--- src/rtl/hd_pipe_arbiter_if.sv ---
// Requester-side bundle for the pipelined-datapath arbiter.
// Combinational: gnt/issue are same-cycle from req/en; done/inflight come from registers.
// No backpressure: a requester holds req until it sees its gnt bit.
interface hd_pipe_arbiter_if #(
  parameter int NREQ    = 4,
  parameter int LATENCY = 3
);
  localparam int TAG_W = $clog2(NREQ);
  localparam int CNT_W = $clog2(LATENCY + 1);

  logic             en;
  logic [NREQ-1:0]  req;
  logic [NREQ-1:0]  gnt;
  logic             issue_valid;
  logic [TAG_W-1:0] issue_tag;
  logic             done_valid;
  logic [TAG_W-1:0] done_tag;
  logic [NREQ-1:0]  done;
  logic [CNT_W-1:0] inflight;
  logic             idle;

  // Requester / environment side.
  modport master (
    output en, req,
    input  gnt, issue_valid, issue_tag, done_valid, done_tag, done, inflight, idle
  );

  // Arbiter side.
  modport slave (
    input  en, req,
    output gnt, issue_valid, issue_tag, done_valid, done_tag, done, inflight, idle
  );
endinterface

--- src/rtl/hd_pipe_arbiter.sv ---
// Round-robin arbiter issuing one op per cycle into a fixed-latency datapath.
// Grant is combinational; completion reported exactly LATENCY cycles after issue.
// Ungranted requests wait with req held; the datapath itself never stalls.
module hd_pipe_arbiter #(
  parameter int NREQ    = 4,
  parameter int LATENCY = 3
) (
  input  logic               clk,
  input  logic               rst_n,
  hd_pipe_arbiter_if.slave   bus
);
  localparam int TAG_W = $clog2(NREQ);
  localparam int CNT_W = $clog2(LATENCY + 1);

  logic [TAG_W-1:0]   ptr_q, ptr_d;
  logic [LATENCY-1:0] valid_q, valid_d;
  logic [TAG_W-1:0]   tag_q [LATENCY];
  logic [TAG_W-1:0]   tag_d [LATENCY];
  logic [CNT_W-1:0]   inflight_q, inflight_d;

  logic [NREQ-1:0]    gnt_c;
  logic [TAG_W-1:0]   grant_idx;
  logic [TAG_W-1:0]   scan_idx;
  logic               found;

  // Scan p, p+1, ... wrapping modulo NREQ; the first requester seen wins.
  always_comb begin
    gnt_c     = '0;
    grant_idx = '0;
    scan_idx  = '0;
    found     = 1'b0;
    for (int k = 0; k < NREQ; k++) begin
      scan_idx = TAG_W'((int'(ptr_q) + k) % NREQ);
      if (bus.en && !found && bus.req[scan_idx]) begin
        found           = 1'b1;
        grant_idx       = scan_idx;
        gnt_c[scan_idx] = 1'b1;
      end
    end
  end

  // Pointer moves just past the winner so it becomes lowest priority next time.
  always_comb begin
    ptr_d = ptr_q;
    if (found) begin
      ptr_d = (grant_idx == TAG_W'(NREQ - 1)) ? '0 : grant_idx + TAG_W'(1);
    end
  end

  // Valid/tag delay line shifts every cycle; idle slots carry tag 0.
  always_comb begin
    valid_d    = '0;
    valid_d[0] = found;
    for (int i = 0; i < LATENCY; i++) begin
      tag_d[i] = '0;
    end
    tag_d[0] = grant_idx;
    for (int i = 1; i < LATENCY; i++) begin
      valid_d[i] = valid_q[i-1];
      tag_d[i]   = tag_q[i-1];
    end
  end

  // In-flight count is the population of the next delay-line state.
  always_comb begin
    inflight_d = '0;
    for (int i = 0; i < LATENCY; i++) begin
      inflight_d = inflight_d + CNT_W'(valid_d[i]);
    end
  end

  // State registers; reset drops every op in flight.
  always_ff @(posedge clk or negedge rst_n) begin
    if (!rst_n) begin
      ptr_q      <= '0;
      valid_q    <= '0;
      inflight_q <= '0;
      for (int i = 0; i < LATENCY; i++) begin
        tag_q[i] <= '0;
      end
    end else begin
      ptr_q      <= ptr_d;
      valid_q    <= valid_d;
      inflight_q <= inflight_d;
      for (int i = 0; i < LATENCY; i++) begin
        tag_q[i] <= tag_d[i];
      end
    end
  end

  assign bus.gnt         = gnt_c;
  assign bus.issue_valid = found;
  assign bus.issue_tag   = grant_idx;
  assign bus.done_valid  = valid_q[LATENCY-1];
  assign bus.done_tag    = tag_q[LATENCY-1];
  assign bus.done        = valid_q[LATENCY-1] ? ({{(NREQ-1){1'b0}}, 1'b1} << tag_q[LATENCY-1]) : '0;
  assign bus.inflight    = inflight_q;
  assign bus.idle        = (inflight_q == '0) && !found;

endmodule
--- src/flat_wrapper.sv ---
// flat-port wrapper written by rule: the top's interface ports become plain ports
module hd_pipe_arbiter_flat 
#(
  parameter int NREQ    = 4,
  parameter int LATENCY = 3
)
  (clk, rst_n, bus_en, bus_req, bus_gnt, bus_issue_valid, bus_issue_tag, bus_done_valid, bus_done_tag, bus_done, bus_inflight, bus_idle);
  hd_pipe_arbiter_if #(.NREQ(NREQ), .LATENCY(LATENCY)) bus_i ();
  input  logic clk;
  input  logic rst_n;
  input wire logic [$bits(bus_i.en)-1:0] bus_en;
  input wire logic [$bits(bus_i.req)-1:0] bus_req;
  output wire logic [$bits(bus_i.gnt)-1:0] bus_gnt;
  output wire logic [$bits(bus_i.issue_valid)-1:0] bus_issue_valid;
  output wire logic [$bits(bus_i.issue_tag)-1:0] bus_issue_tag;
  output wire logic [$bits(bus_i.done_valid)-1:0] bus_done_valid;
  output wire logic [$bits(bus_i.done_tag)-1:0] bus_done_tag;
  output wire logic [$bits(bus_i.done)-1:0] bus_done;
  output wire logic [$bits(bus_i.inflight)-1:0] bus_inflight;
  output wire logic [$bits(bus_i.idle)-1:0] bus_idle;
  assign bus_i.en = bus_en;
  assign bus_i.req = bus_req;
  assign bus_gnt = bus_i.gnt;
  assign bus_issue_valid = bus_i.issue_valid;
  assign bus_issue_tag = bus_i.issue_tag;
  assign bus_done_valid = bus_i.done_valid;
  assign bus_done_tag = bus_i.done_tag;
  assign bus_done = bus_i.done;
  assign bus_inflight = bus_i.inflight;
  assign bus_idle = bus_i.idle;
  hd_pipe_arbiter #(.NREQ(NREQ), .LATENCY(LATENCY)) u_core (.clk(clk), .rst_n(rst_n), .bus(bus_i));
endmodule
--- config.mk ---
export PLATFORM = sky130hd
export DESIGN_NAME = hd_pipe_arbiter_flat
export DESIGN_NICKNAME = d
export VERILOG_FILES = /design/src/rtl/hd_pipe_arbiter_if.sv /design/src/rtl/hd_pipe_arbiter.sv /design/src/flat_wrapper.sv
export SDC_FILE = /design/constraint.sdc
export NUM_CORES = 1
export LEC_CHECK = 0
export CAP_MARGIN = 20
export CORE_ASPECT_RATIO = 0.8
export CORE_MARGIN = 5
export CORE_UTILIZATION = 44
export DETAILED_ROUTE_END_ITERATION = 16
export PLACE_DENSITY_LB_ADDON = 0.05
export SYNTH_ARGS = -nofsm -noshare
export SYNTH_HDL_FRONTEND = slang
export SYNTH_SLANG_ARGS = --single-unit
--- constraint.sdc ---
create_clock -name clk -period 1.9 [get_ports clk]
set_input_delay 0.19 -clock clk [delete_from_list [all_inputs] [get_ports clk]]
set_output_delay 0.19 -clock clk [all_outputs]
set_load 0.05 [all_outputs]
; After elaboration in Yosys (flattened, before gate mapping)
; Cells that the tools add are included.
[word_totals]
inputBits = 7
ff_bits = 13
wordCells = 72
[op_classes]
bitwise_logic = 3
n_shift = 1
order_cmp = 8
n_addsub = 6
muxes = 30
n_reduce_logical = 17
n_eq_ne = 1
[op_table]
columns = op, count
row1 = 2-to-1 mux 4 bit, 5
row2 = logical AND 1 bit, 12
row3 = "< comparator 2 x 3 -> 1 bit, second input constant", 4
row4 = 2-to-1 mux 1 bit, 12
row5 = bitwise OR 4 bit, 3
row6 = 2-to-1 mux 2 bit, 5
row7 = binary-select mux 1 bit (select 2 bit), 4
row8 = demux 1 bit (select 2 bit), 4
row9 = ">= comparator 2 x 1 -> 1 bit, second input constant", 4
row10 = "adder 2 x 1 -> 2 bit, second input constant", 2
row11 = "adder 2 bit, second input constant", 2
row12 = logical NOT 1 bit, 4
row13 = "left shift 1 x 2 -> 4 bit, first input constant", 1
row14 = adder 1 x 1 -> 2 bit, 1
row15 = adder 2 x 1 -> 2 bit, 1
row16 = "== test 2 bit, second input constant", 1
row17 = logical NOT 2 bit, 1

; Longest topological paths before layout
[depth]
depth_word = 18
ltp_mapped = 9

; Worst setup path before layout
; No wires, ideal clock.
[synth_timing]
path_kind = reg-to-output
startpoint = register (tool-made name)
endpoint = output bus_gnt[0]
path_slack_ns = -0.586
path_stages_with_launch = 9
arrival_ns = 2.296
path_cell_list = dfrtp_1 buf_6 inv_1 ha_1 mux4_2 nand2b_1 nor2_1 a22oi_1 o21ai_1
[synth_rtl]
columns = element, line
row1 = to (decl), flat_wrapper.sv:13  ; output wire logic [$bits(bus_i.gnt)-1:0] bus_gnt;

==> run_results.csv <==
group,metric,value,unit
clock_network,cts_buffer_depth,2,
sta,setup_ws,-0.5119,ns
finish,fin_util,81.26,%
logic_synthesis,ys_types,35,
logic_synthesis,synth_top_area_share,32.30,%
logic_synthesis,syn_area,1007,um^2
sta,max_freq,414.6,MHz
routing,remaining_drc_errors,0,
logic_synthesis,synth_area_leader_cell,"dfrtp_1",
clock_network,ctsHoldBuffers,0,
sta,tightestPinTransition,0.5479,ns
grt,grt_pass1_vias,1098,
setup_path,path_common_cell,"buf_6",
outcome,outcome,"complete, but fails checks",
logic_synthesis,synth_nets,117,
pwr,irDropWorstVdd,0.001281,V
routing,drt-initial-drc-count,40,
place,dp_hpwl,2168,um
finish,fin_cells,181,
logic_synthesis,yosysMostFrequentCell,"dfrtp_1",
clock_network,cts-root-buf,"clkbuf_4",
setup_path,path_cells,"buf_6 > buf_6 > mux4_2 > nand2b_4 > nand2_1 > a32oi_2 > inv_2 > buf_12",
setup_path,critPathSlowestCell,"mux4_2",
flow_run,cap_violations,0,
logic_synthesis,seq_area_frac_synth,32.30,%
setup_path,rrSetupSlack,-0.31,ns
sta,layout_worst_path_cycle_share,126.9,%
pwr,p_per_area,1859,nW/um^2
grt,met2_usage,33.61,%
clock_network,cts-buffers-inserted,3,
routing,viasPerCell,5.878,
clock_network,htree_levels,1,
logic_synthesis,synth_cells,105,
die,dieHeight,52.80,um
finish,fill_cells,131,
routing,first_pass_iters,4,
setup_path,critical_path_class,"reg -> out",
sta,hold_violations,0,
grt,grt_overflow_total,0,
pwr,power,0.003288,W
logic_synthesis,syn_area_per_cell,9.593,um^2
setup_path,path_buf_inv,4,
setup_path,arrival,2.22,ns
grt,globalRouteMet3Util,5.794,%
die,io_pins,24,
sta,slew_headroom,63.36,%
logic_synthesis,synthTopCellsByCount,"13 x dfrtp_1, 12 x inv_1, 8 x a22oi_1, 8 x nor2_1, 6 x buf_2",
finish,area_delta_synth_final,75.65,%
setup_path,timing.rr.end,"u_core.ptr_q[1]$_DFFE_PN0N_",
die,fp-row-count,15,
sta,skew,0.003101,ns
die,dieArea,3352,um^2
setup_path,slowest_delay,0.53,ns
routing,routed_wl,3113,um
logic_synthesis,synth_async_sr_flop_share,100.0,%
setup_path,cp_top_family,"multiplexers",
clock_network,clk_pin_slew,0.07,ns
die,start_util,46.26,%
clock_network,cts_tree,"done",
logic_synthesis,synth-seq-cells,13,
grt,grt_max_degree,14,
finish,nets,169,
finish,layout-drive-gt1-share,55.77,%
routing,wl_per_cell,17.20,um
routing,ant_nets,0,
setup_path,critical_path_required,1.71,ns
place,gp_routability_congestion,0.9450,
grt,top_usage_layer,"met2",
die,fp.dieW,63.49,um
setup_path,startpoint_type,"register",
pwr,p_leak,0.7910,nW
logic_synthesis,synth_ff_type,"dfrtp_1",
sta,rsz0062_at_grt,"yes",
grt,grt_usage,19.11,%
grt,gr-usage-met1,21.49,%
outcome,failed_checks,"negative setup slack",
sta,setup-violations-final,9,
clock_network,clk_latency,0.27,ns
grt,antenna_found_initial,0,
die,core-area,2177,um^2
worst_hold_path,hold_path_class,"in -> async",
place,placedCellCount,167,
clock_network,cts_sinks,13,
logic_synthesis,synth_edf_count,0,
setup_path,crit_fanout,5,
sta,period_minus_slack,2.412,ns
setup_path,rr_worst_depth,10,
logic_synthesis,ys_warn_count,0,
logic_synthesis,synthTopCellsByArea,"dfrtp_1 32%, mux4_2 6.7%, a22oi_1 6.0%, ha_1 5.0%, inv_1 4.5%",
routing,num_vias,1064,
sta,slew_violations,0,
setup_path,end_kind,"primary output",
place,portBuffers,23,
grt,grt_pass1_wl,5009,um
finish,antenna_cells,0,
## routing by layer
layer | share of wire [%] | up-vias
met5 | 0 | -
met4 | 1.8 | 0
met3 | 8.0 | 7
met2 | 50 | 54
met1 | 40 | 520
li1 | - | 483
## sequential cells by signal, summed over array words and instances (netlist names), named ones only
register and count:
u_core.valid_q 3, u_core.bus.inflight 2, u_core.ptr_q 1, u_core.tag_d 4
u_core.bus.done_tag 2
## through the flow
stage	hold WS [ns]	setup TNS (ns)	instance area, um^2	setup WS (ns)
finish	0.2680	-3.438	1769	-0.5119
global route	0.3036	-4.391	1769	-0.6479
CTS	0.2743	-3.299	1689	-0.4979
detailed placement	0.3347	-3.803	1541	-0.4765
global placement	0.3343	-3.438	1541	-0.4673
floorplan	-0.1056	-0.7169	1100	-0.1749
## worst register-to-register path, cell delays in order, from the launching register on
cell and delay (ns):
dfrtp_2 0.44, mux4_2 0.54, inv_2 0.09, buf_4 0.11, buf_4 0.12, nand2_1 0.12
a32oi_2 0.27, inv_2 0.09, buf_4 0.14, buf_4 0.13, a21oi_2 0.10
## power breakdown
group / internal [W] / total [W] / leakage, nW / switching [W]
Sequential: 0.000367 / 0.000453 / 0.159 / 0.0000854
Clock: 0.0000815 / 0.000166 / 0.0150 / 0.0000844
Combinational: 0.00126 / 0.00267 / 0.617 / 0.00141
## kinds of logic after synthesis
group / Yosys count / synth area share, %
AOI/OAI and AO/OA: 28 / 22.11
and+or+nand+nor: 26 / 13.29
buffers and inverters: 23 / 11.55
DFF: 13 / 32.30
muxes: 9 / 12.92
adders and majority gates: 5 / 6.957
xor gates and xnor gates: 1 / 0.8697
## cells in the final DEF (no fill, tap or decap), types with 4 or more instances in the layout
cell,netlist,final
inv_2,1,5
dfrtp_1,13,11
inv_1,12,8
a22oi_1,8,4
nor2_1,8,6
buf_4,2,33
a22oi_2,0,4
nand2_1,5,5
clkdlybuf4s50_1,0,11
buf_12,0,8
## repair_timing
item,in CTS,in global routing
endpoints found under the setup margin,9,10
gates resized for setup,16,17
pin swaps,8,6
gates cloned,0,0
setup buffers,9,2
## worst max-delay path by stage
stage / end / slack [ns] / cells after the start
finish: bus_issue_tag[0] / -0.51 / 8
global route: bus_issue_tag[0] / -0.65 / 8
CTS: bus_gnt[0] / -0.50 / 8
detailed placement: bus_gnt[2] / -0.48 / 6
global placement: bus_issue_tag[1] / -0.47 / 8
floorplan: bus_gnt[0] / -0.17 / 6
## cell type report
type	count	area, um^2	area share, %
multi-input cells	69	762.0	43.07
repair buffers	57	573.1	32.39
flip-flops and latches	13	327.8	18.53
inverters	13	48.80	2.758
well taps	25	31.28	1.768
clock buffers	4	26.28	1.485
Power figures use the tool's default switching activity.
